`src/rtl/bus_command_pkg.sv`:
```
// Shared types for the 8288-style bus command generator.
//   bus_state_t  : T-state sequence of one bus cycle
//   bus_status_t : decoded 8088 S2..S0 status
//   cmd_sel_t    : one-hot command select for the latched cycle type
package bus_command_pkg;

  localparam int unsigned STATUS_W = 3;
  localparam int unsigned WAIT_W   = 3;

  localparam logic [STATUS_W-1:0] STATUS_PASSIVE = 3'b111;

  typedef enum logic [2:0] {
    IDLE,
    T1,
    T2,
    T3,
    TW,
    T4
  } bus_state_t;

  typedef enum logic [STATUS_W-1:0] {
    INTA    = 3'b000,
    IORD    = 3'b001,
    IOWR    = 3'b010,
    HALT    = 3'b011,
    CODE    = 3'b100,
    MEMRD   = 3'b101,
    MEMWR   = 3'b110,
    PASSIVE = 3'b111
  } bus_status_t;

  typedef struct packed {
    logic mem_read;
    logic mem_write;
    logic io_read;
    logic io_write;
    logic inta;
  } cmd_sel_t;

endpackage

```
`src/rtl/bus_command_generator_if.sv`:
```
// CPU-status / chipset-command bundle of the bus command generator.
//   master : controller side (samples status/ready/AEN, drives ALE, DEN, DT/R#, commands)
//   slave  : CPU/chipset side
interface bus_command_generator_if;

  logic [2:0] processor_status;
  logic       processor_ready;
  logic       bus_disable;
  logic       address_latch_enable;
  logic       data_enable;
  logic       processor_transmit_or_receive_n;
  logic       memory_read_n;
  logic       memory_write_n;
  logic       io_read_n;
  logic       io_write_n;
  logic       interrupt_acknowledge_n;
  logic       halt;
  logic       bus_cycle_active;

  modport master (
    input  processor_status, processor_ready, bus_disable,
    output address_latch_enable, data_enable, processor_transmit_or_receive_n,
           memory_read_n, memory_write_n, io_read_n, io_write_n,
           interrupt_acknowledge_n, halt, bus_cycle_active
  );

  modport slave (
    output processor_status, processor_ready, bus_disable,
    input  address_latch_enable, data_enable, processor_transmit_or_receive_n,
           memory_read_n, memory_write_n, io_read_n, io_write_n,
           interrupt_acknowledge_n, halt, bus_cycle_active
  );

endinterface

```
`src/rtl/bus_status_decoder.sv`:
```
// Combinational decode of a latched bus status into a one-hot command select.
//   status   in  : latched 8088 status
//   cmd_sel  out : which command the cycle drives
//   is_read  out : read class (MRDC, IORC, INTA)
//   is_write out : write class (MWTC, IOWC)
//   is_io    out : I/O cycle (selects the I/O wait-state count)
//   is_halt  out : halt status, flagged but never commanded
module bus_status_decoder
  import bus_command_pkg::*;
(
  input  bus_status_t status,
  output cmd_sel_t    cmd_sel,
  output logic        is_read,
  output logic        is_write,
  output logic        is_io,
  output logic        is_halt
);

  always_comb begin
    cmd_sel = '0;
    is_io   = 1'b0;
    is_halt = 1'b0;
    case (status)
      INTA:        cmd_sel.inta = 1'b1;
      IORD:        begin cmd_sel.io_read  = 1'b1; is_io = 1'b1; end
      IOWR:        begin cmd_sel.io_write = 1'b1; is_io = 1'b1; end
      HALT:        is_halt = 1'b1;
      CODE, MEMRD: cmd_sel.mem_read  = 1'b1;
      MEMWR:       cmd_sel.mem_write = 1'b1;
      default:     ;
    endcase
  end

  assign is_read  = cmd_sel.mem_read | cmd_sel.io_read | cmd_sel.inta;
  assign is_write = cmd_sel.mem_write | cmd_sel.io_write;

endmodule

```
`src/rtl/bus_command_generator.sv`:
```
// 8288-equivalent bus controller: sequences T1/T2/T3/Tw/T4 for each
// non-passive 8088 status and drives ALE, DEN, DT/R# and the active-low commands.
//   clock, reset : CPU clock, asynchronous active-high reset
//   bus          : bus_command_generator_if.master (status/ready/AEN in, commands out)
// Build option: define ADVANCED_WRITE_CMD_EN to assert MWTC/IOWC from T2
// (advanced write timing) instead of T3.
module bus_command_generator
  import bus_command_pkg::*;
#(
  parameter int unsigned MEM_WAIT_STATES = 0,
  parameter int unsigned IO_WAIT_STATES  = 1
) (
  input  logic clock,
  input  logic reset,
  bus_command_generator_if.master bus
);

  if (MEM_WAIT_STATES > 7 || IO_WAIT_STATES > 7) begin : g_wait_range
    $error("wait-state parameters must fit the 3-bit wait counter");
  end

  bus_state_t        state_q, state_d;
  bus_status_t       type_q, type_d;
  logic              armed_q, armed_d;
  logic [WAIT_W-1:0] wait_q, wait_d;

  cmd_sel_t sel;
  logic     dec_read, dec_write, dec_io, dec_halt;

  logic cmd_window, write_window;
  logic ale_d, halt_d, den_d, dtr_d, active_d;
  logic mrd_d, mwr_d, iord_d, iowr_d, inta_d;
  logic ale_q, halt_q, den_q, dtr_q, active_q;
  logic mrd_q, mwr_q, iord_q, iowr_q, inta_q;

  // Decode the type the next state will run under, so registered outputs line up with it.
  bus_status_decoder u_decoder (
    .status   (type_d),
    .cmd_sel  (sel),
    .is_read  (dec_read),
    .is_write (dec_write),
    .is_io    (dec_io),
    .is_halt  (dec_halt)
  );

  // Next-state, wait counter, arming and next output values.
  always_comb begin
    state_d      = state_q;
    type_d       = type_q;
    armed_d      = armed_q;
    wait_d       = wait_q;
    cmd_window   = 1'b0;
    write_window = 1'b0;

    case (state_q)
      IDLE: begin
        if (bus.processor_status == STATUS_PASSIVE) begin
          armed_d = 1'b1;
        end else if (armed_q && !bus.bus_disable) begin
          state_d = T1;
          type_d  = bus_status_t'(bus.processor_status);
          armed_d = 1'b0;
        end
      end
      T1: begin
        if (dec_halt) begin
          state_d = IDLE;
        end else begin
          state_d = T2;
          wait_d  = dec_io ? WAIT_W'(IO_WAIT_STATES) : WAIT_W'(MEM_WAIT_STATES);
        end
      end
      T2: state_d = T3;
      // Forced waits are consumed first; ready only matters once the counter is empty.
      T3, TW: begin
        if (wait_q != '0) begin
          wait_d  = wait_q - WAIT_W'(1);
          state_d = TW;
        end else if (bus.processor_ready) begin
          state_d = T4;
        end else begin
          state_d = TW;
        end
      end
      T4:      state_d = IDLE;
      default: state_d = IDLE;
    endcase

    cmd_window = (state_d == T2) || (state_d == T3) || (state_d == TW);
`ifdef ADVANCED_WRITE_CMD_EN
    write_window = cmd_window;
`else
    write_window = (state_d == T3) || (state_d == TW);
`endif

    ale_d    = (state_d == T1);
    halt_d   = (state_d == T1) && dec_halt;
    active_d = (state_d != IDLE);
    dtr_d    = active_d && dec_write;
    den_d    = cmd_window && (dec_read || dec_write);
    mrd_d    = cmd_window && sel.mem_read;
    iord_d   = cmd_window && sel.io_read;
    inta_d   = cmd_window && sel.inta;
    mwr_d    = write_window && sel.mem_write;
    iowr_d   = write_window && sel.io_write;
  end

  // State and output registers; outputs change on the edge entering each state.
  always_ff @(posedge clock or posedge reset) begin
    if (reset) begin
      state_q  <= IDLE;
      type_q   <= PASSIVE;
      armed_q  <= 1'b1;
      wait_q   <= '0;
      ale_q    <= 1'b0;
      halt_q   <= 1'b0;
      den_q    <= 1'b0;
      dtr_q    <= 1'b0;
      active_q <= 1'b0;
      mrd_q    <= 1'b0;
      mwr_q    <= 1'b0;
      iord_q   <= 1'b0;
      iowr_q   <= 1'b0;
      inta_q   <= 1'b0;
    end else begin
      state_q  <= state_d;
      type_q   <= type_d;
      armed_q  <= armed_d;
      wait_q   <= wait_d;
      ale_q    <= ale_d;
      halt_q   <= halt_d;
      den_q    <= den_d;
      dtr_q    <= dtr_d;
      active_q <= active_d;
      mrd_q    <= mrd_d;
      mwr_q    <= mwr_d;
      iord_q   <= iord_d;
      iowr_q   <= iowr_d;
      inta_q   <= inta_d;
    end
  end

  // AEN gates commands and DEN without a clock so DMA takes the bus at once;
  // the sequencer keeps running to preserve CPU timing.
  assign bus.address_latch_enable            = ale_q;
  assign bus.halt                            = halt_q;
  assign bus.bus_cycle_active                = active_q;
  assign bus.processor_transmit_or_receive_n = dtr_q;
  assign bus.data_enable                     = den_q  & ~bus.bus_disable;
  assign bus.memory_read_n                   = ~(mrd_q  & ~bus.bus_disable);
  assign bus.memory_write_n                  = ~(mwr_q  & ~bus.bus_disable);
  assign bus.io_read_n                       = ~(iord_q & ~bus.bus_disable);
  assign bus.io_write_n                      = ~(iowr_q & ~bus.bus_disable);
  assign bus.interrupt_acknowledge_n         = ~(inta_q & ~bus.bus_disable);

endmodule
```
`src/flat_wrapper.sv`:
```
// flat-port wrapper written by rule: the top's interface ports become plain ports
module bus_command_generator_flat import bus_command_pkg::*;
#(
  parameter int unsigned MEM_WAIT_STATES = 0,
  parameter int unsigned IO_WAIT_STATES  = 1
)
  (clock, reset, bus_processor_status, bus_processor_ready, bus_bus_disable, bus_address_latch_enable, bus_data_enable, bus_processor_transmit_or_receive_n, bus_memory_read_n, bus_memory_write_n, bus_io_read_n, bus_io_write_n, bus_interrupt_acknowledge_n, bus_halt, bus_bus_cycle_active);
  bus_command_generator_if bus_i ();
  input  logic clock;
  input  logic reset;
  input wire logic [$bits(bus_i.processor_status)-1:0] bus_processor_status;
  input wire logic [$bits(bus_i.processor_ready)-1:0] bus_processor_ready;
  input wire logic [$bits(bus_i.bus_disable)-1:0] bus_bus_disable;
  output wire logic [$bits(bus_i.address_latch_enable)-1:0] bus_address_latch_enable;
  output wire logic [$bits(bus_i.data_enable)-1:0] bus_data_enable;
  output wire logic [$bits(bus_i.processor_transmit_or_receive_n)-1:0] bus_processor_transmit_or_receive_n;
  output wire logic [$bits(bus_i.memory_read_n)-1:0] bus_memory_read_n;
  output wire logic [$bits(bus_i.memory_write_n)-1:0] bus_memory_write_n;
  output wire logic [$bits(bus_i.io_read_n)-1:0] bus_io_read_n;
  output wire logic [$bits(bus_i.io_write_n)-1:0] bus_io_write_n;
  output wire logic [$bits(bus_i.interrupt_acknowledge_n)-1:0] bus_interrupt_acknowledge_n;
  output wire logic [$bits(bus_i.halt)-1:0] bus_halt;
  output wire logic [$bits(bus_i.bus_cycle_active)-1:0] bus_bus_cycle_active;
  assign bus_i.processor_status = bus_processor_status;
  assign bus_i.processor_ready = bus_processor_ready;
  assign bus_i.bus_disable = bus_bus_disable;
  assign bus_address_latch_enable = bus_i.address_latch_enable;
  assign bus_data_enable = bus_i.data_enable;
  assign bus_processor_transmit_or_receive_n = bus_i.processor_transmit_or_receive_n;
  assign bus_memory_read_n = bus_i.memory_read_n;
  assign bus_memory_write_n = bus_i.memory_write_n;
  assign bus_io_read_n = bus_i.io_read_n;
  assign bus_io_write_n = bus_i.io_write_n;
  assign bus_interrupt_acknowledge_n = bus_i.interrupt_acknowledge_n;
  assign bus_halt = bus_i.halt;
  assign bus_bus_cycle_active = bus_i.bus_cycle_active;
  bus_command_generator #(.MEM_WAIT_STATES(MEM_WAIT_STATES), .IO_WAIT_STATES(IO_WAIT_STATES)) u_core (.clock(clock), .reset(reset), .bus(bus_i));
endmodule
```
`config.mk`:
```
export PLATFORM = sky130hd
export DESIGN_NAME = bus_command_generator_flat
export DESIGN_NICKNAME = d
export VERILOG_FILES = /design/src/rtl/bus_command_pkg.sv /design/src/rtl/bus_command_generator_if.sv /design/src/rtl/bus_status_decoder.sv /design/src/rtl/bus_command_generator.sv /design/src/flat_wrapper.sv
export SDC_FILE = /design/constraint.sdc
export NUM_CORES = 1
export LEC_CHECK = 0
export ABC_AREA = 1
export BUFFER_PORTS_ARGS = -buffer_cell sky130_fd_sc_hd__buf_2
export CORE_MARGIN = 5
export CORE_UTILIZATION = 50
export DETAILED_ROUTE_END_ITERATION = 16
export PLACE_DENSITY = 0.73
export SYNTH_ARGS = -nofsm -noshare
export SYNTH_HDL_FRONTEND = slang
export SYNTH_SLANG_ARGS = --single-unit
export TNS_END_PERCENT = 100
```
`constraint.sdc`:
```
create_clock -name clock -period 1.7 [get_ports clock]
set_input_delay 0.34 -clock clock [delete_from_list [all_inputs] [get_ports clock]]
set_output_delay 0.34 -clock clock [all_outputs]
set_load 0.1 [all_outputs]
```
==> results.tsv, run 1 <==
stage	metric	value	unit
global_routing	grt_max_degree	21	
place	io_buffers	16	
sta	finalCriticalPeriod	1.55	ns
layout	final_cell_mix	nand2_1 (19), inv_1 (16), buf_2 (16)	
power	ir_drop	1.08	mV
logic_synthesis	yosysSeqAreaShare	51.5	%
place	detailedPlace.worstSlack	0.102	ns
layout	drive_gt1_share	38.8	%
layout	fin_nets	144	
layout	final_common_cell	nand2_1	
global_routing	overflow	0	
floorplan	start_util	51.0	%
power	p_leak	0.612	nW
layout	multi_input_area	403	um^2
clock_network	ctsLongestPathBuffers	2	
critical_path	required	1.89	ns
critical_path	cp.arrival	1.74	ns
clock_network	clk_latency	0.29	ns
power	power_density	2030	mW/mm^2
drt	route.detailed.drc	0	
power	finalPower	2.37	mW
drt	wl	1810	um
floorplan	core.rowCount	16	
floorplan	dieArea	0.00295	mm^2
place	place_hpwl	1370	um
logic_synthesis	syn_inst	110	
sta	fmax	646	MHz
floorplan	core	0.00192	mm^2
sta	slew_viol_final	0	
critical_path	path_class	flop to flop	
layout	final-seq-area	507	um^2
logic_synthesis	yosysUniqueCellTypes	22	
clock_network	cts_buffers	3	
run	drv_cap	0	
logic_synthesis	netlist_area	981	um^2
critical_path	reg2regPathDepth	10	
sta	skew	0.00251	ns
place	dp.cells	154	
logic_synthesis	synthesis.nets	119	
sta	hold_violations	0	
critical_path	crit-reg2reg-capture	u_core.inta_q	
worst_hold_path	hold_class	input pin to async pin	
sta	finalWorstSetupSlack	0.151	ns
critical_path	worst_setup_path_end_kind	flop	
sta	rsz0062_at_grt	false	
layout	fill_cells	190	
drt	first_iter_violations	5	
floorplan	dieWidth	54.3	um
sta	setup_viol	0	
drt	final_antenna_net_count	0	
logic_synthesis	yosys_warnings	0	
layout	reg_top3	u_core.state_q: 3 flops, u_core.type_q: 3 flops, u_core.wait_q: 3 flops	
layout	syn2layout_area_growth	19.3	%
drt	dr.pass1.iters	4	
layout	antenna_cells	0	
sta	relSlewSlack	67.5	%
clock_network	cts_root_buffer	clkbuf_4	
sta	period_share	91.1	%
clock_network	clock_sink_count	20	
drt	vias	751	
sta	worstMarginPinSlew	0.492	ns
clock_network	clk_pin_slew	0.11	ns
global_routing	grt_usage	14.5	%
logic_synthesis	synth_area_per_cell	8.92	um^2
sta	fin_setup_tns	0	ns
outcome	outcome	finished clean	
place	gp_congestion	0.793	
floorplan	io_pins	17	
global_routing	grt_pass1_vias	762	
floorplan	die_h	54.3	um
layout	final_cell_count_no_fill	161	
critical_path	cp_max_fo	6	
clock_network	cts_tree	yes	
critical_path	timing.rr.start	u_core.state_q[1]	
logic_synthesis	ys_ff_latch	20	
critical_path	rrSetupSlack	0.15	ns
global_routing	grt_pass1_wl	3100	um
global_routing	grt_antenna_before_repair	0	
drt	wl_per_cell	11.2	um
clock_network	htreeDepth	1	
critical_path	setup.worst_path.start_class	flop	
drt	via_per_inst	4.66	
-- critical path, cell delays in order (launching register included) --
cell     delay [ns]
dfrtp_1        0.44
nor2_2         0.15
nand2_2        0.09
nor2_4         0.11
nand3_1        0.09
nand2_2        0.16
nand3_4        0.10
nand2_4        0.09
nand3_2        0.07
nand2_2        0.09
nor2_1         0.05
-- cells in the mapped netlist --
cell type / instances / area [um^2]
nor3_1: 1 / 5.00
o22ai_1: 2 / 12.5
nor2_4: 1 / 11.3
nand2_4: 1 / 11.3
nand3b_1: 1 / 7.51
nand2_2: 7 / 43.8
nor2_1: 14 / 52.6
o21ai_2: 1 / 8.76
ha_1: 2 / 25.0
o21ai_0: 1 / 5.00
inv_2: 3 / 11.3
dfstp_2: 4 / 105
nand3_2: 2 / 20.0
nand3_1: 11 / 55.1
inv_1: 17 / 63.8
nand2_1: 19 / 71.3
nand4_2: 1 / 12.5
dfrtp_1: 16 / 400
nor2_2: 2 / 12.5
nor4_1: 1 / 6.26
nand3_4: 2 / 35.0
clkinv_2: 1 / 5.00
-- worst max path at each step --
| stage | start | to | slack, ns | depth (start not counted) |
|---|---|---|---|---|
| 2_1_floorplan | bus_bus_disable | bus_data_enable | 0.23 | 1 |
| 3_3_place_gp | bus_bus_disable | u_core.wait_q[0] | 0.14 | 12 |
| 3_5_place_dp | bus_bus_disable | u_core.wait_q[0] | 0.10 | 12 |
| 4_1_cts | u_core.armed_q | u_core.wait_q[0] | 0.11 | 10 |
| 5_1_grt | u_core.state_q[1] | u_core.inta_q | 0.01 | 10 |
| 6_report | u_core.state_q[1] | u_core.inta_q | 0.15 | 10 |
-- per-stage QoR --
stage | util, % | hold slack (ns) | instance area, um^2
finish | 60.9 | 0.0507 | 1170
CTS | 59.4 | 0.0524 | 1140
global route | 60.9 | 0.0593 | 1170
global placement | 57.5 | 0.368 | 1100
floorplan | - | 0.301 | 983
detailed placement | 57.5 | 0.375 | 1100
-- cells by family after synthesis --
logic type / synth area share [%]
AOI/OAI and AO/OA: 2.68
adders and majority gates: 2.55
buffers and inverters: 8.16
DFF: 51.5
and+or+nand+nor: 35.1
-- cell type report --
class,instances,area share (%)
tap,27,2.89
inverter,21,6.84
timing repair buffer,20,9.41
clock buffer,4,3.10
sequential,20,43.3
multi-input combinational,69,34.4
-- where the power goes --
group / total (mW) / internal (mW) / switching, mW / leakage [nW]
Sequential: 0.769 / 0.682 / 0.0862 / 0.253
Clock: 0.263 / 0.130 / 0.133 / 0.0210
Combinational: 1.34 / 0.352 / 0.988 / 0.338
Total: 2.37 / 1.16 / 1.21 / 0.612
-- per-layer routing --
layer / wire length [um] / track usage [%] / vias up
met5: 0 / 0 / -
met4: 13 / 5.39 / 0
met3: 65 / 2.45 / 2
met2: 896 / 25.7 / 9
met1: 832 / 17.5 / 349
li1: - / - / 391
-- what timing repair did --
action                                  CTS  global route
resized for setup                         0             3
hold buffers                              0             0
endpoints found under the setup margin    0             5
setup buffers                             0             3
Power figures use the tool's default switching activity.
==> run 2, diff against run 1 <==
--- a/config.mk
+++ b/config.mk
@@ -10,7 +10,7 @@
 export CORE_MARGIN = 5
 export CORE_UTILIZATION = 50
 export DETAILED_ROUTE_END_ITERATION = 16
-export PLACE_DENSITY = 0.73
+export PLACE_DENSITY = 0.8
 export SYNTH_ARGS = -nofsm -noshare
 export SYNTH_HDL_FRONTEND = slang
 export SYNTH_SLANG_ARGS = --single-unit
==> run 2 against run 1 <==
Register-to-register slack got worse by 0.02 ns; clock skew rose by 0.0013 ns; cell count fell by 1.9%; sequential share of layout area rose by 1.4 points; die area did not move; utilization fell by 2.0 points; first-iteration DRC count rose to 3.0 times the previous value; design area fell by 3.3%; clock-buffer cell count did not move; critical path type unchanged; largest power group unchanged.
==> results.tsv, run 2 (same netlist as run 1, synthesis figures left out) <==
stage	metric	value	unit
power	finalPower	2.30	mW
sta	rsz0062_at_grt	false	
run	drv_cap	0	
clock_network	htreeDepth	1	
floorplan	core.rowCount	16	
critical_path	worst_setup_path_end_kind	flop	
place	dp.cells	154	
critical_path	required	1.90	ns
sta	fin_hold_ws	0.0328	ns
clock_network	cts_root_buffer	clkbuf_4	
layout	syn2layout_area_growth	15.3	%
critical_path	rrSetupSlack	0.13	ns
drt	via_per_inst	4.73	
critical_path	reg2regPathDepth	10	
outcome	outcome	finished clean	
floorplan	dieWidth	54.3	um
drt	first_iter_violations	15	
critical_path	path_class	flop to flop	
place	gp_congestion	0.822	
critical_path	crit-reg2reg-capture	u_core.den_q	
power	swShare	52.4	%
clock_network	clk_pin_slew	0.11	ns
floorplan	dieArea	0.00295	mm^2
clock_network	postCtsHoldBufs	0	
sta	period_share	92.3	%
layout	antenna_cells	0	
power	p_leak	0.593	nW
worst_hold_path	hold_class	input pin to async pin	
power	p_sw	1.20	mW
power	clkPwrFrac	10.2	%
critical_path	timing.rr.start	u_core.state_q[1]	
critical_path	cp_max_fo	6	
layout	reg_top3	u_core.state_q: 3 flops, u_core.type_q: 3 flops, u_core.wait_q: 3 flops	
power	power_density	2030	mW/mm^2
global_routing	grt_pass1_wl	3100	um
place	io_buffers	16	
floorplan	io_pins	17	
layout	final_common_cell	nand2_1	
sta	relSlewSlack	67.6	%
layout	final_cell_mix	nand2_1 (19), inv_1 (16), buf_2 (16), dfrtp_1 (16), nor2_1 (13)	
layout	final_cell_count_no_fill	158	
clock_network	cts_tree	yes	
global_routing	grt_usage	15.2	%
sta	finalCriticalPeriod	1.57	ns
power	combPwrFrac	56.3	%
global_routing	grt_antenna_before_repair	0	
sta	fin_setup_tns	0	ns
power	ir_drop	1.08	mV
sta	hold_violations	0	
drt	route.detailed.drc	0	
sta	fmax	638	MHz
drt	final_antenna_net_count	0	
clock_network	cts_setup_buffers	0	
layout	drive_gt1_share	35.9	%
critical_path	cp.arrival	1.77	ns
power	pwr-share-seq	33.4	%
floorplan	die_h	54.3	um
power	intPower	1.09	mW
clock_network	clk_latency	0.30	ns
global_routing	overflow	0	
critical_path	setup.worst_path.start_class	flop	
clock_network	ctsLongestPathBuffers	2	
sta	slew_viol_final	0	
floorplan	start_util	51.0	%
drt	dr.pass1.iters	4	
global_routing	grt_max_degree	21	
global_routing	grt_pass1_vias	703	
drt	vias	748	
floorplan	core	0.00192	mm^2
sta	skew	0.00378	ns
drt	wl	1800	um
layout	fin_nets	141	
clock_network	clock_sink_count	20	
sta	worstMarginPinSlew	0.489	ns
clock_network	cts_buffers	3	
place	place_hpwl	1400	um
drt	wl_per_cell	11.4	um
sta	setup_viol	0	
run 2: critical path, cell delays in order (launching register included):
cell and delay [ns]:
dfrtp_1 0.44, nor2_2 0.15, nand2_2 0.09, nor2_4 0.11
nand3_1 0.10, nand2_2 0.15, nand3_4 0.10, nand2_4 0.10
nand3_2 0.07, nand2_2 0.09, nor2_1 0.05
run 2: what timing repair did:
action / 4_1_cts / 5_1_grt
endpoints found under the setup margin: 0 / 4
resized for setup: 0 / 1
hold endpoints to repair: 0 / 0
run 2: how the worst max path moves through the flow:
stage | start | end | slack, ns
after detailed placement | bus_bus_disable | u_core.den_q | 0.1
after CTS | u_core.armed_q | u_core.den_q | 0.11
after global routing | u_core.state_q[1] | u_core.iord_q | 0.009
after global placement | bus_bus_disable | u_core.wait_q[0] | 0.15
final | u_core.state_q[1] | u_core.den_q | 0.13
after floorplan | bus_bus_disable | bus_data_enable | 0.23
run 2: cell type report:
cell class	count	area, um^2
Timing Repair Buffer	17	87.6
Sequential cell	20	505
Multi-Input combinational cell	69	398
Fill cell	184	791
Tap cell	27	33.8
Inverter	21	80.1
Clock buffer	4	26.3
run 2: power groups by stage:
stage,clock network (mW),registers (mW),logic [mW]
2_1_floorplan,0,0.964,0.876
3_3_place_gp,0,0.766,1.27
3_5_place_dp,0,0.779,1.29
4_1_cts,0.237,0.769,1.30
5_1_grt,0.262,0.787,1.42
6_report,0.235,0.769,1.30
run 2: routing by layer:
metal	vias up	wire [um]	GRT usage [%]
li1	384	-	-
met1	338	800	18.6
met2	21	879	25.1
met3	5	76	3.27
met4	0	42	7.47
met5	-	0	0
run 2: per-stage QoR:
stage,area (um^2),util [%],setup slack (ns)
final,1130,58.9,0.132
after global routing,1130,58.9,0.00872
after floorplan,983,-,0.233
after CTS,1130,58.9,0.111
after global placement,1100,57.5,0.154
after detailed placement,1100,57.5,0.0956
